### src/rtl/ex_muldiv_unit_if.sv
// EX-stage multiply/divide unit bus: operands and control from ID/EX, stall and HI/LO results back.
// master = pipeline side, slave = muldiv unit. state_dbg mirrors the unit FSM (0 IDLE, 1 MUL, 2 DIV, 3 DONE).
interface ex_muldiv_unit_if;
    logic        ex_valid;
    logic        ex_hold;
    logic        flush;
    logic [2:0]  op;
    logic [31:0] src_a;
    logic [31:0] src_b;
    logic [1:0]  hiloren;
    logic        stall;
    logic [31:0] rdata;
    logic [31:0] hi;
    logic [31:0] lo;
    logic [1:0]  state_dbg;

    // Handshake: an instruction issues when ex_valid && !flush in IDLE; while stall is high the
    // pipeline must keep EX frozen, and the result is architecturally visible the cycle stall drops.
    modport master (
        output ex_valid, ex_hold, flush, op, src_a, src_b, hiloren,
        input  stall, rdata, hi, lo, state_dbg
    );

    modport slave (
        input  ex_valid, ex_hold, flush, op, src_a, src_b, hiloren,
        output stall, rdata, hi, lo, state_dbg
    );
endinterface

### src/rtl/ex_muldiv_unit.sv
// Iterative MULT/MULTU (chunked partial products) and DIV/DIVU (restoring radix-2) with HI/LO.
// Operands are latched as magnitudes at issue; signs are re-applied on the completion edge.
module ex_muldiv_unit #(
    parameter int MUL_CYCLES = 2
) (
    input  logic          clk,
    input  logic          resetn,
    ex_muldiv_unit_if.slave bus
);
    localparam int         CHUNK    = (32 + MUL_CYCLES - 1) / MUL_CYCLES;
    localparam logic [5:0] MUL_LAST = 6'(MUL_CYCLES - 1);
    localparam logic [5:0] DIV_LAST = 6'd31;

    localparam logic [2:0] OP_MULT  = 3'b001;
    localparam logic [2:0] OP_MULTU = 3'b010;
    localparam logic [2:0] OP_DIV   = 3'b011;
    localparam logic [2:0] OP_DIVU  = 3'b100;
    localparam logic [2:0] OP_MTHI  = 3'b101;
    localparam logic [2:0] OP_MTLO  = 3'b110;

    typedef enum logic [1:0] {IDLE = 2'd0, MUL = 2'd1, DIV = 2'd2, DONE = 2'd3} state_t;

    state_t      state, state_nxt;
    logic [63:0] acc, mcand;
    logic [31:0] op_b, rem, quo;
    logic        neg_p, neg_r;
    logic [5:0]  cnt;
    logic [31:0] hi_q, lo_q;

    logic        live, start, is_signed, is_mul;
    logic [31:0] abs_a, abs_b;

    assign live      = bus.ex_valid && !bus.flush;
    assign start     = live && (state == IDLE) && (bus.op inside {OP_MULT, OP_MULTU, OP_DIV, OP_DIVU});
    assign is_signed = (bus.op == OP_MULT) || (bus.op == OP_DIV);
    assign is_mul    = (bus.op == OP_MULT) || (bus.op == OP_MULTU);
    assign abs_a     = (is_signed && bus.src_a[31]) ? -bus.src_a : bus.src_a;
    assign abs_b     = (is_signed && bus.src_b[31]) ? -bus.src_b : bus.src_b;

    // Multiply step: the multiplier is consumed CHUNK bits per cycle, low chunk first.
    logic [63:0] mplier_chunk, mul_sum, mul_fin;
    assign mplier_chunk = 64'(op_b[CHUNK-1:0]);
    assign mul_sum      = acc + mcand * mplier_chunk;
    assign mul_fin      = neg_p ? -mul_sum : mul_sum;

    // Divide step: a 33-bit trial subtract; bit 32 set means the divisor did not fit.
    logic [32:0] div_shift, div_diff;
    logic        div_ok;
    logic [31:0] rem_nxt, quo_nxt, q_fin, r_fin;
    assign div_shift = {rem, quo[31]};
    assign div_diff  = div_shift - {1'b0, op_b};
    assign div_ok    = !div_diff[32];
    assign rem_nxt   = div_ok ? div_diff[31:0] : div_shift[31:0];
    assign quo_nxt   = {quo[30:0], div_ok};
    assign q_fin     = neg_p ? -quo_nxt : quo_nxt;
    assign r_fin     = neg_r ? -rem_nxt : rem_nxt;

    logic        hi_we, lo_we;
    logic [31:0] hi_wd, lo_wd;

    always_comb begin
        state_nxt = state;
        bus.stall = 1'b0;
        hi_we     = 1'b0;
        lo_we     = 1'b0;
        hi_wd     = hi_q;
        lo_wd     = lo_q;
        case (state)
            IDLE: begin
                if (start) begin
                    bus.stall = 1'b1;
                    state_nxt = is_mul ? MUL : DIV;
                end else if (live && bus.op == OP_MTHI) begin
                    hi_we = 1'b1;
                    hi_wd = bus.src_a;
                end else if (live && bus.op == OP_MTLO) begin
                    lo_we = 1'b1;
                    lo_wd = bus.src_a;
                end
            end
            MUL: begin
                bus.stall = 1'b1;
                if (cnt == MUL_LAST) begin
                    hi_we     = 1'b1;
                    lo_we     = 1'b1;
                    hi_wd     = mul_fin[63:32];
                    lo_wd     = mul_fin[31:0];
                    state_nxt = DONE;
                end
            end
            DIV: begin
                bus.stall = 1'b1;
                if (cnt == DIV_LAST) begin
                    hi_we     = 1'b1;
                    lo_we     = 1'b1;
                    hi_wd     = r_fin;
                    lo_wd     = q_fin;
                    state_nxt = DONE;
                end
            end
            DONE: begin
                // The finished instruction may still sit in EX under ex_hold; never re-issue it.
                if (!bus.ex_hold) state_nxt = IDLE;
            end
            default: state_nxt = IDLE;
        endcase
        if (bus.flush) begin
            state_nxt = IDLE;
            bus.stall = 1'b0;
            hi_we     = 1'b0;
            lo_we     = 1'b0;
        end
    end

    always_ff @(posedge clk) begin
        if (!resetn) state <= IDLE;
        else         state <= state_nxt;
    end

    always_ff @(posedge clk) begin
        if (!resetn) begin
            acc   <= '0;
            mcand <= '0;
            op_b  <= '0;
            rem   <= '0;
            quo   <= '0;
            neg_p <= 1'b0;
            neg_r <= 1'b0;
            cnt   <= '0;
        end else begin
            case (state)
                IDLE: begin
                    if (start) begin
                        acc   <= '0;
                        mcand <= {32'b0, abs_a};
                        op_b  <= abs_b;
                        rem   <= '0;
                        quo   <= abs_a;
                        neg_p <= is_signed && (bus.src_a[31] ^ bus.src_b[31]);
                        neg_r <= is_signed && bus.src_a[31];
                        cnt   <= '0;
                    end
                end
                MUL: begin
                    acc   <= mul_sum;
                    mcand <= mcand << CHUNK;
                    op_b  <= op_b >> CHUNK;
                    cnt   <= cnt + 6'd1;
                end
                DIV: begin
                    rem <= rem_nxt;
                    quo <= quo_nxt;
                    cnt <= cnt + 6'd1;
                end
                default: ;
            endcase
        end
    end

    always_ff @(posedge clk) begin
        if (!resetn) begin
            hi_q <= '0;
            lo_q <= '0;
        end else begin
            if (hi_we) hi_q <= hi_wd;
            if (lo_we) lo_q <= lo_wd;
        end
    end

    assign bus.hi        = hi_q;
    assign bus.lo        = lo_q;
    assign bus.rdata     = bus.hiloren[1] ? hi_q : (bus.hiloren[0] ? lo_q : 32'd0);
    assign bus.state_dbg = state;
endmodule

### src/flat_wrapper.sv
// flat-port wrapper written by rule: the top's interface ports become plain ports
module ex_muldiv_unit_flat 
#(
    parameter int MUL_CYCLES = 2
)
  (clk, resetn, bus_ex_valid, bus_ex_hold, bus_flush, bus_op, bus_src_a, bus_src_b, bus_hiloren, bus_stall, bus_rdata, bus_hi, bus_lo, bus_state_dbg);
  ex_muldiv_unit_if bus_i ();
  input  logic clk;
  input  logic resetn;
  input wire logic [$bits(bus_i.ex_valid)-1:0] bus_ex_valid;
  input wire logic [$bits(bus_i.ex_hold)-1:0] bus_ex_hold;
  input wire logic [$bits(bus_i.flush)-1:0] bus_flush;
  input wire logic [$bits(bus_i.op)-1:0] bus_op;
  input wire logic [$bits(bus_i.src_a)-1:0] bus_src_a;
  input wire logic [$bits(bus_i.src_b)-1:0] bus_src_b;
  input wire logic [$bits(bus_i.hiloren)-1:0] bus_hiloren;
  output wire logic [$bits(bus_i.stall)-1:0] bus_stall;
  output wire logic [$bits(bus_i.rdata)-1:0] bus_rdata;
  output wire logic [$bits(bus_i.hi)-1:0] bus_hi;
  output wire logic [$bits(bus_i.lo)-1:0] bus_lo;
  output wire logic [$bits(bus_i.state_dbg)-1:0] bus_state_dbg;
  assign bus_i.ex_valid = bus_ex_valid;
  assign bus_i.ex_hold = bus_ex_hold;
  assign bus_i.flush = bus_flush;
  assign bus_i.op = bus_op;
  assign bus_i.src_a = bus_src_a;
  assign bus_i.src_b = bus_src_b;
  assign bus_i.hiloren = bus_hiloren;
  assign bus_stall = bus_i.stall;
  assign bus_rdata = bus_i.rdata;
  assign bus_hi = bus_i.hi;
  assign bus_lo = bus_i.lo;
  assign bus_state_dbg = bus_i.state_dbg;
  ex_muldiv_unit #(.MUL_CYCLES(MUL_CYCLES)) u_core (.clk(clk), .resetn(resetn), .bus(bus_i));
endmodule
### config.mk
export PLATFORM = sky130hd
export DESIGN_NAME = ex_muldiv_unit_flat
export DESIGN_NICKNAME = d
export VERILOG_FILES = /design/src/rtl/ex_muldiv_unit_if.sv /design/src/rtl/ex_muldiv_unit.sv /design/src/flat_wrapper.sv
export SDC_FILE = /design/constraint.sdc
export NUM_CORES = 2
export LEC_CHECK = 0
export BUFFER_PORTS_ARGS = -buffer_cell sky130_fd_sc_hd__buf_4
export CORE_MARGIN = 2
export CORE_UTILIZATION = 50
export CTS_CLUSTER_DIAMETER = 60
export DETAILED_ROUTE_END_ITERATION = 16
export HOLD_SLACK_MARGIN = 0.03
export PLACE_DENSITY = 0.67
export SETUP_SLACK_MARGIN = 0.5
export SYNTH_ARGS = -nofsm -noshare
export SYNTH_HDL_FRONTEND = slang
export SYNTH_SLANG_ARGS = --single-unit
### constraint.sdc
create_clock -name clk -period 11.1 [get_ports clk]
set_input_delay 1.665 -clock clk [delete_from_list [all_inputs] [get_ports clk]]
set_output_delay 1.665 -clock clk [all_outputs]
set_load 0.05 [all_outputs]
==> impl_results.md <==
* Clock tree buffer depth at 3
* Starting DRT DRC Count at 4523
* Via count at 43881
* Hold Crit Class: register to register
* Die width at 318.2 microns
* Sw Ratio at 39.05%
* Post-synth EDFFs at 0
* Post-synth top cells: 1117 x inv_1, 1040 x nand2_1, 815 x fa_1
* Largest cells by area after synthesis: fa_1 33%, dfxtp_1 12%, inv_1 8.5%
* Req. time, crit path at 11610 ps
* Worst-skew pair later-pin latency at 640 ps
* Hold Buf Count CTS at 0
* Pin count of the biggest net entering global routing at 140
* Crit. End Element: register
* Core Box Area at 0.09813 sq mm
* Startpoint types: register
* Rows at 115
* Final WS setup at 1030 ps
* Unrepaired setup endpoints after global routing: false
* Final setup vio count at 0
* Num CTS Buffers at 42
* Vert. Die Dim at 318.2 microns
* Final design utilization at 54.17%
* Routed WL at 162500 microns
* Wire per inst at 21.64 microns
* Cell Area, Synth at 0.04935 sq mm
* Seq/Total Area, Yosys at 12.09%
* Area leader, netlist: fa_1
* Net switching power at 1.503 mW
* Synthesis-to-layout area growth at 7.731%
* # Post-CTS Setup Buffers at 0
* Top cell type's share of synthesized area at 33.06%
* Final ANT Viol Nets at 0
* Dpl hpwl at 127900 microns
* Total power draw at 3.848 mW
* Die area at 0.1012 sq mm
* Post-Synth XOR/XNOR Area at 4.792%
* DRC at 0
* Initial antenna violation count at 2
* First-pass GRT wire length at 256000 microns
* Gp weighted congestion at 1.020
* Min Tclk post-route at 10070 ps
* Vias in the first global route at 43885
* Compound-Gate Fraction of Synth Area at 14.22%
* Starting density of the core at 50.29%
* Synth Net Count at 7321
* Pre-CTS setup slack at 1218 ps
* Setup Skew at 59.05 ps
* Final instance area at 0.05316 sq mm
* First-pass DRT Iterations at 8
* Avg Inst Size Synth at 7.848 sq um
* Slew of the pin with the lowest slew margin at 1185 ps
* Top-count cell post-synth: inv_1
* CTS clk-pin slew, worst paths at 70 ps
* Adder-Cell Fraction of Synth Area at 36.71%
* Synthesis Warnings at 0
* Clock sink count at 298
* PortBufs at 172
* Largest family of logic cells by synthesized area: adder cells
* Crit share post-route at 90.72%
* Final Hold Fails at 0
* Setup TNS at 0 ps
* Async SR Flop Fraction at 0%
* # nets final at 7220
* CP max FO at 33
* Fin cells at 7508
* Gate Count Post-Synth at 6288
* CTS tree: done
* Internal power at 2.345 mW
* Cell area power density at 72.38 mW/mm^2
* Crit path kind: register to register
* Post-synthesis mux area share at 1.037%
* CTS resizes at 0
* GRT Residual Overflow at 0
* Static Leak at 23.83 nW
* Comb pwr share at 29.5%
* Fmax at 99.30 MHz
* CTS root buf: clkbuf_16
* Clk network pwr share at 39.5%
* Placed instance area at 0.05161 sq mm
* Fin. max-slew vios at 0
* Top FF cell, synth: dfxtp_1
* Sequential cell fraction of total power at 31.0%
* Fin Hold WS at 476.0 ps
* DP Cell Count at 7430
* Simple-Gate Fraction of Synth Area at 19.35%
* Share of layout cells above drive strength 1 at 6.946%
* H-tree Lvls at 2
* # IOs at 173
* Maximum vdd drop at 104.5 uV
* Max-cap viol count at 0
* Number of synthesized register bits at 298
* Yosys cell types at 89
* Status: complete, no violations
* Slew HR at 20.44%
* DR vias/cell at 5.845
* CP arrival at 10580 ps
* Gr usage total at 32.13%
critical path: stages (launching register included):
cell       delay, ps
dfxtp_2          990
buf_4            300
nand2_1           80
fa_1             540
inv_1             60
fa_1             570
fa_1             430
fa_1             480
fa_1             500
inv_1             60
fa_1             500
inv_1             50
ha_1             520
a21oi_1          210
o21ai_0          450
nor2_1           140
a311oi_1         610
a211oi_1         190
xnor2_1          330
or4_1            480
or4_1            480
or4_1            830
o21ai_1          260
xnor2_1          230
a221oi_1         220
a2111oi_0        400
cells in the final DEF (no fill, tap or decap), drive strengths merged, types with 192 or more instances in the layout:
| master | count |
|---|---|
| a21oi | 272 |
| and2 | 285 |
| buf | 280 |
| dfxtp | 298 |
| fa | 815 |
| inv | 1128 |
| nand2 | 1040 |
| nor2 | 434 |
| o21ai | 215 |
| xnor2 | 192 |
area by class of cell:
cell class              count  area, sq um
repair buffers            280         2140
clock buffers              49         1149
clock inverters            27        401.6
multi-input cells        4443        37650
fillers                  9389        44970
well taps                1287         1610
flip-flops and latches    298         5986
diodes                      2        5.005
inverters                1122         4219
worst paths after layout:
kind	from	endpoint	slack [ps]	cells after the start
worst min register to register	u_core.acc[23]$_SDFFE_PN0P_	u_core.acc[23]$_SDFFE_PN0P_	480	2
worst max-delay path	u_core.op_b[11]$_SDFFE_PN0P_	u_core.bus.hi[19]$_SDFFE_PN0P_	1030	25
worst min-delay path	u_core.acc[23]$_SDFFE_PN0P_	u_core.acc[23]$_SDFFE_PN0P_	480	2
worst max register to register	u_core.op_b[11]$_SDFFE_PN0P_	u_core.bus.hi[19]$_SDFFE_PN0P_	1030	25
flip-flops by register name, indices dropped and copies added (netlist names):
register,count
u_core.acc,64
u_core.bus.hi,32
u_core.bus.lo,32
u_core.bus.state_dbg,2
u_core.cnt,6
u_core.mcand,64
u_core.neg_p,1
u_core.neg_r,1
u_core.op_b,32
u_core.quo,32
u_core.rem,32
cell families after synthesis:
| family | after synthesis |
|---|---|
| AO/OA/AOI/OAI | 1048 |
| XOR/XNOR | 270 |
| adder cells (fa/ha/maj) | 959 |
| buffers and inverters | 1547 |
| flip-flops | 298 |
| multiplexers | 50 |
| AND/OR/NAND/NOR | 2116 |
routing by layer:
metal  vias up  GRT usage, %  part of all wire (%)  wire length (microns)
li1      19610             -                     -                      -
met1     22018         45.01                    42                  69010
met2      1953         51.57                    46                  74020
met3       298         4.229                   8.2                  13380
met4         2         10.67                   3.7                   6029
met5         -             0                0.0092                     15
power groups by stage:
stage / clock [mW] / combinational (mW) / sequential [mW]
after floorplan: 0 / 0.768 / 1.16
after global placement: 0 / 1.10 / 1.21
after detailed placement: 0 / 1.10 / 1.21
after CTS: 1.54 / 1.11 / 1.19
after global routing: 1.57 / 1.22 / 1.20
final: 1.52 / 1.13 / 1.19
Power figures use the tool's default switching activity.
